--- src/rtl/ama_riscv_fetch_queue.sv ---
// Fetch-to-decode instruction queue: DEPTH-entry circular FIFO of {pc, inst} pairs.
// Decode sees the head entry combinationally; an empty queue presents a NOP bubble.
module ama_riscv_fetch_queue #(
    parameter int          DEPTH = 4,
    parameter logic [31:0] NOP   = 32'h0000_0013,
    parameter int          CNT_W = 32
) (
    input  logic                       clk,
    input  logic                       rst,
    input  logic                       flush,
    input  logic                       if_valid,
    output logic                       if_ready,
    input  logic [31:0]                if_pc,
    input  logic [31:0]                if_inst,
    output logic                       id_valid,
    input  logic                       id_ready,
    output logic [31:0]                pc_id,
    output logic [31:0]                inst_id,
    output logic [$clog2(DEPTH+1)-1:0] occupancy,
    output logic [CNT_W-1:0]           bubble_cnt
);

    localparam int PTR_W = $clog2(DEPTH);
    localparam int OCC_W = $clog2(DEPTH+1);

    typedef struct packed {
        logic [31:0] pc;
        logic [31:0] inst;
    } entry_t;

    entry_t            mem_q [DEPTH];
    logic [PTR_W-1:0]  wr_ptr_q, wr_ptr_d;
    logic [PTR_W-1:0]  rd_ptr_q, rd_ptr_d;
    logic [OCC_W-1:0]  occ_q, occ_d;
    logic [CNT_W-1:0]  bubble_q, bubble_d;

    logic full, empty, push, pop, bubble;

    // Full/empty come only from registered occupancy, so a same-cycle pop
    // never frees a slot for a same-cycle push.
    assign full   = (occ_q == OCC_W'(DEPTH));
    assign empty  = (occ_q == '0);
    assign push   = if_valid && !full && !flush;
    assign pop    = !empty && id_ready && !flush;
    assign bubble = id_ready && empty && !flush;

    always_comb begin
        wr_ptr_d = wr_ptr_q;
        rd_ptr_d = rd_ptr_q;
        occ_d    = occ_q;
        bubble_d = bubble_q + CNT_W'(bubble);
        if (flush) begin
            wr_ptr_d = '0;
            rd_ptr_d = '0;
            occ_d    = '0;
        end else begin
            // DEPTH is a power of 2, so pointer overflow is the wrap.
            if (push) wr_ptr_d = wr_ptr_q + PTR_W'(1);
            if (pop)  rd_ptr_d = rd_ptr_q + PTR_W'(1);
            if (push && !pop)      occ_d = occ_q + OCC_W'(1);
            else if (pop && !push) occ_d = occ_q - OCC_W'(1);
        end
    end

    always_ff @(posedge clk) begin
        if (rst) begin
            wr_ptr_q <= '0;
            rd_ptr_q <= '0;
            occ_q    <= '0;
            bubble_q <= '0;
        end else begin
            wr_ptr_q <= wr_ptr_d;
            rd_ptr_q <= rd_ptr_d;
            occ_q    <= occ_d;
            bubble_q <= bubble_d;
        end
    end

    // Storage carries no reset; occupancy alone decides what is valid.
    always_ff @(posedge clk) begin
        if (push && !rst) mem_q[wr_ptr_q] <= '{pc: if_pc, inst: if_inst};
    end

    assign if_ready   = !full;
    assign id_valid   = !empty;
    assign pc_id      = empty ? 32'h0 : mem_q[rd_ptr_q].pc;
    assign inst_id    = empty ? NOP   : mem_q[rd_ptr_q].inst;
    assign occupancy  = occ_q;
    assign bubble_cnt = bubble_q;

endmodule
--- config.mk ---
export PLATFORM = sky130hd
export DESIGN_NAME = ama_riscv_fetch_queue
export DESIGN_NICKNAME = d
export VERILOG_FILES = /design/src/rtl/ama_riscv_fetch_queue.sv
export SDC_FILE = /design/constraint.sdc
export NUM_CORES = 1
export LEC_CHECK = 0
export CAP_MARGIN = 30
export CORE_UTILIZATION = 48
export CTS_BUF_LIST = sky130_fd_sc_hd__clkbuf_2
export DETAILED_ROUTE_END_ITERATION = 12
export HOLD_SLACK_MARGIN = 0.06
export PLACE_DENSITY = 0.73
export SETUP_SLACK_MARGIN = 0.5
export SYNTH_ARGS = -nofsm -noshare
export SYNTH_HDL_FRONTEND = slang
export SYNTH_SLANG_ARGS = --single-unit
--- constraint.sdc ---
create_clock -name clk -period 8.3 [get_ports clk]
set_clock_uncertainty 0.15 [all_clocks]
set_input_delay 2.075 -clock clk [delete_from_list [all_inputs] [get_ports clk]]
set_output_delay 2.075 -clock clk [all_outputs]
set_load 0.03 [all_outputs]
# Word-level counts from Yosys, hierarchy flattened
# Memory sizes are Yosys's and may differ from the RTL's. A register that Yosys moved wholly into a read port is not among the register bits.
# Cells that the tools add are included.
[word_totals]
reg_bits = 39
latchBits = 0
ramBits = 256
romBits = 0
input_bits = 69
out_inout_bits = 101
wordCells = 37
n_memories = 1
[mem_list]
columns = ["memory", "depth", "word_bits", "rd", "rd_ports_with_merged_regs", "wr", "line_no", "source"]
rows = [
  ["mem_q", 4, 64, 1, 1, 1, "31", "entry_t mem_q [DEPTH];"],
]
[op_classes]
add_sub_neg = 5
multipliers = 0
div = 0
magnitude_cmp = 0
n_eq_ne = 1
shifts = 0
mux = 8
n_bitwise = 0
n_reduce_logical = 18
[op_table]
columns = ["cell", "n"]
rows = [
  ["32-bit 2-to-1 mux", 2],
  ["32-bit by 1-bit adder with 32-bit output", 1],
  ["1-bit logical AND", 9],
  ["1-bit zero test", 6],
  ["3-bit 2-to-1 mux", 2],
  ["2-bit by 1-bit adder with 2-bit output, second input constant", 2],
  ["2-bit 2-to-1 mux", 2],
  ["3-bit by 1-bit adder with 3-bit output, second input constant", 1],
  ["3-bit == test, second input constant", 1],
  ["3-bit zero test", 1],
  ["3-bit by 1-bit subtractor with 3-bit output, second input constant", 1],
  ["1-bit 2-to-1 mux", 2],
  ["2-bit nonzero test", 1],
  ["2-bit OR reduction", 1],
]

# Logic depth before layout (Yosys ltp)
# Gate-level depths: netlist of the first run.
[logic_depth]
ltp_word = 8
ltp_mapped = 10
depth_no_buf = 9

# Worst setup path before layout of the first run
# No wires, ideal clock.
[synth_timing]
path_type = "input to register"
from = "input rst"
to = "memory mem_q[0][0] (netlist name), enable pin"
setup_ps = 429
t_arrival_ps = 4362
required_time_ps = 7721
setup_slack_ps = 3359
path_stages = 5
path_buffers = 2
cell_sequence = "clkbuf_1 > or2_2 > clkbuf_1 > nor2_1 > and2_1"
[synth_via]
elab_chain_cells = 4
[synth_rtl]
columns = ["element", "line_no", "source"]
rows = [
  ["start, declared", "9", "input logic rst,"],
  ["1-bit zero test", "81", "if (push && !rst) mem_q[wr_ptr_q] <= '{pc: if_pc, inst: if_inst};"],
  ["1-bit logical AND", "81", ""],
  ["1-bit 2-to-1 mux", "81", ""],
  ["1-bit 2-to-1 mux (not written as such)", "81", ""],
  ["end, declared", "31", ""],
]
# Every way passes these cells.

==> reports/metrics.yaml, run 1 <==
detailed_routing:
  drc: 0
  dr.pass1.iters: 4
  drt-vias-per-instance: 5.30
  vias: 6450
  drt_iter0_markers: 428
  wl_per_cell_um: 19.0
  ant_nets: 0
  wl_um: 23100
synthesis:
  synth_edf_count: 256
  synth.avg_cell_area_um2: 18.5
  syn_area_um2: 11600
  synth.distinct_cells: 36
  synth_sequential_area_ratio_pct: 73.3
  synth_most_common_cell: "edfxtp_1"
  yosys_warnings: 0
  synth_top_area_cell: "edfxtp_1"
  synthFlopType: "edfxtp_1"
  yosys.area.top_type_share_pct: 66.2
  synthesis.nets: 704
  ys_ff_latch: 297
  synth_area_leaders: "edfxtp_1 (66%), mux4_2 (12%), dfxtp_1 (7.1%)"
  async_flop_share_pct: 0
  syn_inst: 626
  yosys-top-cells-count: "edfxtp_1 (256), and2_1 (68), mux4_2 (64), dfxtp_1 (41), nor2_1 (21)"
timing:
  finalMaxSlewViolations: 0
  setup_tns_ps: 0
  clock.fmax_mhz: 166
  rsz0062_at_grt: "no"
  finalHoldViolations: 0
  period_share_pct: 72.7
  slew_headroom_pct: 47.5
  setup_viol: 0
  tightest_slew_ps: 782
  timing.final.crit_period_ps: 6040
clock_network:
  cts_tree: "built"
  htree_num_levels: 3
  clkTransAtPathRegs_ps: 100
  cts_buffers: 74
  cts.repair.resized: 0
  hold_buffers: 0
  cts_setup_buffers: 0
  cts_sinks: 297
  root_buffer: "clkbuf_2"
  insertion_delay_ps: 800
  clock_path_buffers: 3
setup_path:
  reg2regPathDepth: 8
  cp.required_ps: 6080
  r2r_start: "occupancy[0]"
  cp.depth: 4
  r2r-end: "bubble_cnt[28]"
  crit_fanout: 38
  path_buf_inv: 2
  crit_path_end_kind: "output port"
  cp_top_family: "buffers and inverters"
  cp_slowest_stage_delay_ps: 870
  crit_chain: "buf_4 > mux4_2 > or2_2 > clkdlybuf4s50_1"
  crit_type: "register to output port"
  cp.arrival_ps: 3810
  cp_slowest_cell: "dfxtp_4"
  rrSetupSlack_ps: 5120
  startpoint_type: "register"
  crit_path_end: "inst_id[1]"
floorplan:
  io_pins: 170
  fp.dieH_um: 158
  die_w_um: 158
  fp-row-count: 56
  die_area_um2: 24800
  initial_core_util_pct: 49.2
  core_area_um2: 23600
grt:
  antenna_found_initial: 1
  overflow: 0
  grt_usage_pct: 19.5
  grt_max_degree: 65
  grt_pass1_wl_um: 36100
  grt_pass1_vias: 6923
placement:
  numPortBuffers: 169
  dp_cells: 1090
  gp_congestion: 0.807
  dpl.hpwl_um: 14300
  postPlaceCellArea_um2: 13700
power:
  powerDensity_nw_per_um2: 195
  p_leak_nw: 4.73
  ir_worst_vdd_v: 0.000128
  power_mw: 2.81
finish:
  nets: 926
  layout.cells.non_filler: 1218
  drive_above_1_share_pct: 23.2
  final_area_um2: 14400
  area_growth_pct: 24.0
min_path:
  min_path_type: "register to register"
run_status:
  outcome: "complete, no violations"
run:
  cap_violations: 0
-- state kept, by name, summed over array words and instances, names as in the netlist, named ones only --
name and flops:
bubble_cnt 32, mem_q 256, occupancy 3, rd_ptr_q 2, wr_ptr_q 2
-- kinds of logic after synthesis --
logic type | Yosys count | synth area share (%)
xor gates and xnor gates | 17 | 1.28
DFF | 297 | 73.3
muxes | 66 | 12.6
and+or+nand+nor | 162 | 8.61
AOI/OAI and AO/OA | 36 | 1.66
adders and majority gates | 9 | 1.03
buffers and inverters | 39 | 1.53
-- through the flow --
step / hold WS, ps / utilization [%] / setup slack, ps
final: 362 / 61.0 / 2260
after global routing: 400 / 61.0 / 1950
after global placement: 327 / 57.5 / 2970
after CTS: 363 / 60.9 / 2070
after detailed placement: 346 / 58.1 / 2980
after floorplan: 319 / - / 3360
-- metal layers --
layer / up-vias / share of wire, % / GRT usage (%)
met5: - / 0 / 0
met4: 0 / 1.7 / 6.38
met3: 39 / 7.9 / 6.42
met2: 234 / 51 / 33.1
met1: 3225 / 40 / 23.4
li1: 2952 / - / -
-- worst min path at each step --
stage          cells past startpoint  slack [ps]           start              to
2_1_floorplan                      2         320     wr_ptr_q[1]     wr_ptr_q[1]
3_3_place_gp                       2         330  bubble_cnt[29]  bubble_cnt[29]
3_5_place_dp                       2         350     wr_ptr_q[1]     wr_ptr_q[1]
4_1_cts                            2         360  bubble_cnt[22]  bubble_cnt[22]
5_1_grt                            2         400  bubble_cnt[30]  bubble_cnt[30]
6_report                           2         360  bubble_cnt[30]  bubble_cnt[30]
-- placed cells by master (no fill, tap or decap), drive strengths merged, types with 9 or more instances in the layout --
master           n
edfxtp         256
nand2           11
dfxtp           41
inv              9
nand3            9
o21ai           13
or3             12
a21oi           18
clkdlybuf4s50  169
nand4           12
mux4            64
clkbuf         110
xor2            12
and2            68
clkinv          12
nor2            21
-- worst register-to-register path: stages, from the launching register on --
cell and delay, ps:
dfxtp_1 380, nor3_1 660, and2_1 260, ha_1 170
ha_1 170, and2_1 310, nand4_4 270, or4_1 580
a21oi_1 150
-- cell type report --
type	count	area (µm²)
multi-input cells	290	2930
inverters	8	30.0
diodes	1	2.50
well taps	319	399
clock inverters	16	105
fillers	1748	9210
clock buffers	110	551
flip-flops and latches	297	8520
repair buffers	177	1860
-- report_power, final --
group / total, mW / switching, mW / internal (mW)
registers: 1.64 / 0.00714 / 1.63
logic: 0.230 / 0.125 / 0.105
clock network: 0.936 / 0.552 / 0.384
total: 2.81 / 0.684 / 2.12
Note: power is estimated with default switching activity, not from simulation.
==> run 2, diff against run 1 <==
Settings changed: PLACE_DENSITY 0.73 to 0.76.
Clock period 8.3 ns to 5.3 ns, I/O delays scaled along.
==> run 2 against run 1 <==
  * Global-route usage grew 0.38 points
  * Register-to-register slack worse by 2800 ps
  * Largest cell class unchanged
  * First-iteration DRC count is 7.2% lower
  * Total power up 61%
  * Die area did not move
  * Combinational power rose by 54%
  * Routed wire length is 2.0% higher
  * Highest routed layer is now met5
  * Clock power grew 69%
  * Critical endpoint is now inst_id[0]
==> reports/metrics.yaml, run 2 (synthesis results as in run 1) <==
detailed_routing:
  wl_um: 23600  # was 23100 µm
  wl_per_cell_um: 19.4  # was 19.0 µm
  drt_iter0_markers: 397  # was 428
  drc: 0  # unchanged
  drt-vias-per-instance: 5.33  # was 5.30
  vias: 6490  # was 6450
  ant_nets: 0  # unchanged
  dr.pass1.iters: 6  # was 4
timing:
  timing.hold.ws_ps: 367  # was 362 ps
  timing.final.crit_period_ps: 4620
  tightest_slew_ps: 976  # was 782 ps
  setup_tns_ps: 0  # unchanged
  rsz0062_at_grt: "no"  # unchanged
  setup_viol: 0  # unchanged
  slew_headroom_pct: 34.9  # was 47.5%
  finalMaxSlewViolations: 0  # unchanged
  clock.fmax_mhz: 216
  period_share_pct: 87.2
  finalHoldViolations: 0  # unchanged
min_path:
  hp-start: "bubble_cnt[28]"  # was bubble_cnt[30]
  min_path_type: "register to register"  # unchanged
power:
  p_leak_nw: 4.74  # was 4.73 nW
  ir_worst_vdd_v: 0.000180  # was 0.000128 V
  power_mw: 4.51  # was 2.81 mW
  powerDensity_nw_per_um2: 312  # was 195 nW/µm²
setup_path:
  startpoint_type: "register"  # unchanged
  cp.required_ps: 3830  # was 6080 ps
  cp_top_family: "flip-flops"  # was buffers and inverters
  r2r-end: "bubble_cnt[30]"  # was bubble_cnt[28]
  crit_fanout: 64  # was 38
  crit_type: "register to output port"  # unchanged
  r2r_start: "occupancy[2]"  # was occupancy[0]
  path_buf_inv: 1  # was 2
  reg2regPathDepth: 8  # unchanged
  cp.depth: 3  # was 4
  cp.arrival_ps: 3150  # was 3810 ps
  crit_chain: "mux4_2 > or2_2 > clkdlybuf4s50_1"  # was buf_4 > mux4_2 > or2_2 > clkdlybuf4s50_1
  rrSetupSlack_ps: 2360  # was 5120 ps
  cp_slowest_stage_delay_ps: 1010  # was 870 ps
  crit_path_end: "inst_id[0]"  # was inst_id[1]
  crit_path_end_kind: "output port"  # unchanged
  cp_slowest_cell: "dfxtp_4"  # unchanged
floorplan:
  io_pins: 170  # unchanged
  die_area_um2: 24800  # unchanged
  initial_core_util_pct: 49.2  # unchanged
  die_w_um: 158  # unchanged
  fp-row-count: 56  # unchanged
  core_area_um2: 23600  # unchanged
  fp.dieH_um: 158  # unchanged
clock_network:
  root_buffer: "clkbuf_2"  # unchanged
  clock_path_buffers: 3  # unchanged
  cts_tree: "built"  # unchanged
  hold_buffers: 0  # unchanged
  cts_sinks: 297  # unchanged
  htree_num_levels: 3  # unchanged
  insertion_delay_ps: 810  # was 800 ps
  clkTransAtPathRegs_ps: 90  # was 100 ps
  cts_buffers: 73  # was 74
grt:
  grt_max_degree: 65  # unchanged
  antenna_found_initial: 1  # unchanged
  overflow: 0  # unchanged
  grtUsageMet3_pct: 6.80  # was 6.42%
  met2_usage_pct: 33.2  # was 33.1%
  use_met1_pct: 23.9  # was 23.4%
  grt_usage_pct: 19.9  # was 19.5%
  grt_busiest_layer: "met2"  # unchanged
  grt_pass1_wl_um: 36600  # was 36100 µm
  grt_pass1_vias: 6883  # was 6923
placement:
  gp_congestion: 0.814  # was 0.807
  dpl.hpwl_um: 14300  # about the same
  numPortBuffers: 169  # unchanged
finish:
  fin_util_pct: 61.2  # was 61.0%
  layout_commonest_cell: "edfxtp_1"  # unchanged
  drive_above_1_share_pct: 22.5  # was 23.2%
  largest_reg_flops: 256  # unchanged
  final_cell_mix: "edfxtp_1 (256), clkdlybuf4s50_1 (169), clkbuf_2 (102)"  # was edfxtp_1 (256), clkdlybuf4s50_1 (169), clkbuf_2 (110)
  regMostFlops: "mem_q"  # unchanged
  diodes: 0  # was 1
  nets: 925  # was 926
  area_growth_pct: 24.5  # was 24.0%
run_status:
  outcome: "complete, no violations"  # unchanged
run:
  cap_violations: 0  # unchanged
[run 2: power by group]
| part | internal [mW] | total [mW] | switching, mW |
|---|---|---|---|
| Combinational | 0.161 | 0.354 | 0.194 |
| Sequential | 2.56 | 2.57 | 0.0102 |
| Clock | 0.712 | 1.58 | 0.872 |
[run 2: worst min-delay path by stage]
| stage | end | depth (start not counted) | slack, ps |
|---|---|---|---|
| 3_5_place_dp | bubble_cnt[28] | 2 | 340 |
| 5_1_grt | bubble_cnt[30] | 2 | 390 |
| 3_3_place_gp | bubble_cnt[30] | 2 | 330 |
| 6_report | bubble_cnt[28] | 2 | 370 |
| 2_1_floorplan | wr_ptr_q[1] | 2 | 320 |
| 4_1_cts | bubble_cnt[28] | 2 | 360 |
[run 2: what timing repair did]
| action | CTS | global route |
|---|---|---|
| resized for setup | 2 | 0 |
| setup endpoints to repair | 61 | 0 |
| buffers inserted | 1 | 0 |
[run 2: worst register-to-register path: stages (launching register included)]
cell and delay [ps]:
dfxtp_1 360, nor3_2 460, and2_1 240, ha_1 170
ha_1 170, and2_1 310, nand4_4 250, or4_1 570
a21oi_1 160
[run 2: cell type report]
type / instances / area (µm²)
Tap cell: 319 / 399
Multi-Input combinational cell: 290 / 2940
Clock inverter: 25 / 204
Inverter: 8 / 32.5
Fill cell: 1734 / 9160
Timing Repair Buffer: 177 / 1850
Clock buffer: 102 / 510
Sequential cell: 297 / 8520
[run 2: layer usage]
metal | vias to the layer above | wire length (µm)
met3 | 42 | 1940
li1 | 2959 | -
met5 | - | 13
met1 | 3223 | 9510
met4 | 2 | 375
met2 | 264 | 11700
[run 2: metrics by stage]
| stage | cell area (µm²) | setup slack [ps] | instances |
|---|---|---|---|
| 2_1_floorplan | 11600 | 1110 | 626 |
| 3_3_place_gp | 13600 | 1190 | 1086 |
| 3_5_place_dp | 13700 | 1180 | 1089 |
| 4_1_cts | 14400 | 558 | 1217 |
| 6_report | 14500 | 679 | 1218 |
| 5_1_grt | 14500 | 514 | 1218 |
==> variant (flow settings as in run 2) <==
Put one more register stage on the output `bubble_cnt`, cleared by the reset. The value now appears one clock later. The other outputs are not delayed to match.
--- a/src/rtl/ama_riscv_fetch_queue.sv
+++ b/src/rtl/ama_riscv_fetch_queue.sv
@@ -87,5 +87,11 @@
     assign inst_id    = empty ? NOP   : mem_q[rd_ptr_q].inst;
     assign occupancy  = occ_q;
-    assign bubble_cnt = bubble_q;
+    always_ff @(posedge clk) begin
+        if (rst) begin
+            bubble_cnt <= '0;
+        end else begin
+            bubble_cnt <= bubble_q;
+        end
+    end
 
 endmodule
Formal check against the unedited RTL: not equivalent (Yosys sat finds a counterexample within 4 cycles, from zero or initial values and one cycle with rst high).
==> variant against run 2 <==
Setup slack better by 0.19 ns. Total power rose by 7.3%. Final area increased by 7.0%. Global-route usage down 1.1 points. Sequential cell count increased by 32. Synthesized area up 7.7%. Wire length is 3.8% higher. Die area up 7.6%. Hold slack got worse by 0.027 ns. Critical path type unchanged. Critical endpoint is now inst_id[27]. Largest cell class unchanged. Highest routed layer unchanged.
==> variant: results (changes against run 2) <==
ir_worst_vdd_mv: 0.1810  # was 0.1799 mV
grt_antenna_before_repair: 3  # was 1
synth_commonest_cells: "256 x edfxtp_1, 73 x dfxtp_1, 69 x and2_1, 64 x mux4_2, 34 x nor2b_1"  # was 256 x edfxtp_1, 68 x and2_1, 64 x mux4_2, 41 x dfxtp_1, 21 x nor2_1
cts_buffer_depth: 3  # unchanged
synth_top_flop_cell: "edfxtp_1"  # unchanged
path_clk_slew_ns: 0.10
met2_usage: 0.3059  # was 0.3316
cts_made_buffers: 81  # was 73
ys_seq_area_frac: 0.7317  # was 0.7328
drive_gt1_frac: 0.2353  # was 0.2247
hpwl_um: 14540  # was 14270 um
grt_pass1_wl_um: 37590  # was 36650 um
grt_use_total: 0.1880  # was 0.1986
cpLargestDelayFamily: "buffers and inverters"  # was flip-flops
slew_headroom: 0.5917  # was 0.3492
grt_max_degree: 65  # unchanged
cp_max_fo: 62  # was 64
ys_top_cells_by_area: "edfxtp_1 61%, dfxtp_1 12%, mux4_2 12%, and2_1 3.5%, nor2b_1 1.7%"  # was edfxtp_1 66%, mux4_2 12%, dfxtp_1 7.1%, and2_1 3.7%, xor2_1 0.91%
cts-resized-gates: 0  # was 2
cts_max_level: 3  # unchanged
syn_nets: 776  # was 704
gp_congestion: 0.8617  # was 0.8143
wl_per_cell_um: 18.57  # was 19.37 um
synth_cell_types: 40  # was 36
synth_warnings: 0  # unchanged
grt_use_met1: 0.2382  # was 0.2393
drt_iter0_markers: 362  # was 397
cp_slowest_cell: "clkdlybuf4s50_1"  # was dfxtp_4
fillers: 1961  # was 1734
max_stage_delay_ns: 0.60  # was 1.01 ns
p_leak_nw: 5.178  # was 4.738 nW
ys_async_sr_fraction: 0  # unchanged
met3_usage: 0.05079  # was 0.06801
viasPerCell: 5.196  # was 5.328
nNetsFinal: 1012  # was 925
status: "complete, no violations"  # unchanged
grt_pass1_vias: 7139  # was 6883
cp.arrival_ns: 2.96  # was 3.15 ns
worstSkewPairLatency_ns: 0.79  # was 0.81 ns
firstDrtPassIters: 5  # was 6
[variant: cell count changes after synthesis, moves of 4 or more]
cell | before | now
clkbuf_1 | 15 | 21
dfxtp_1 | 41 | 73
mux2_2 | 1 | 5
nand4_1 | 8 | 13
nor2b_1 | 5 | 34
nor3_1 | 1 | 7
o21ai_0 | 13 | 7
or3_1 | 12 | 7
[variant: area by class of cell]
class                      count  share of cell area
sequential                   329              0.5924
tap                          330             0.02671
multi-input combinational    331              0.2071
antenna                        3           0.0004857
inverter                       5            0.001214
clock buffer                 117             0.03788
timing repair buffer         186              0.1243
clock inverter                18            0.009875
[variant: worst register-to-register path: stages (launching register included)]
cell and delay (ns):
dfxtp_1 0.36, nor3_1 0.54, and2_1 0.24, ha_1 0.20, ha_1 0.18, and2_1 0.33, nand4_1 0.28, nor3_1 0.24
mux2_2 0.35
[variant: power breakdown]
group / total [mW] / switching [mW] / leakage (nW) / internal [mW]
Clock: 1.67 / 0.943 / 0.558 / 0.728
Combinational: 0.361 / 0.196 / 1.72 / 0.165
Sequential: 2.81 / 0.00820 / 2.90 / 2.80
Total: 4.84 / 1.15 / 5.18 / 3.69
[variant: kinds of logic (layout without fill, tap and decap cells)]
logic type,count (synthesis),in the layout,synth area share
DFF,329,329,0.7317
xor gates and xnor gates,15,15,0.01051
other,0,3,0
and+or+nand+nor,204,204,0.09867
muxes,70,70,0.1206
adders and majority gates,9,9,0.009607
AOI/OAI and AO/OA,33,33,0.01591
buffers and inverters,38,326,0.01301
[variant: layer usage]
| metal | part of all wire | wire, um | vias to the layer above |
|---|---|---|---|
| li1 | - | - | 3225 |
| met3 | 0.057 | 1391 | 45 |
| met5 | 0.0010 | 25 | - |
| met4 | 0.021 | 503 | 4 |
| met1 | 0.43 | 10430 | 3356 |
| met2 | 0.50 | 12150 | 224 |
[variant: worst paths after layout]
kind	startpoint	end	depth (start not counted)	slack [ns]
worst max-delay path	occupancy[2]$_SDFFE_PP0P_	inst_id[27]	5	0.87
worst min-delay path	bubble_q[31]$_SDFF_PP0_	bubble_cnt[31]$_SDFF_PP0_	1	0.34
worst max register to register	occupancy[2]$_SDFFE_PP0P_	bubble_q[16]$_SDFF_PP0_	8	2.34
worst min register to register	bubble_q[31]$_SDFF_PP0_	bubble_cnt[31]$_SDFF_PP0_	1	0.34
[variant: through the flow]
step             util  cells  hold slack, ns  cell area (um2)  setup WS [ns]
5_1_grt        0.6086   1319          0.3700            15460         0.5340
3_5_place_dp   0.5759   1174          0.3321            14630          1.229
6_report       0.6086   1319          0.3401            15460         0.8698
3_3_place_gp   0.5751   1173          0.3235            14610          1.233
4_1_cts        0.6060   1310          0.3402            15390         0.5573
2_1_floorplan       -    698          0.3060            12500          1.249
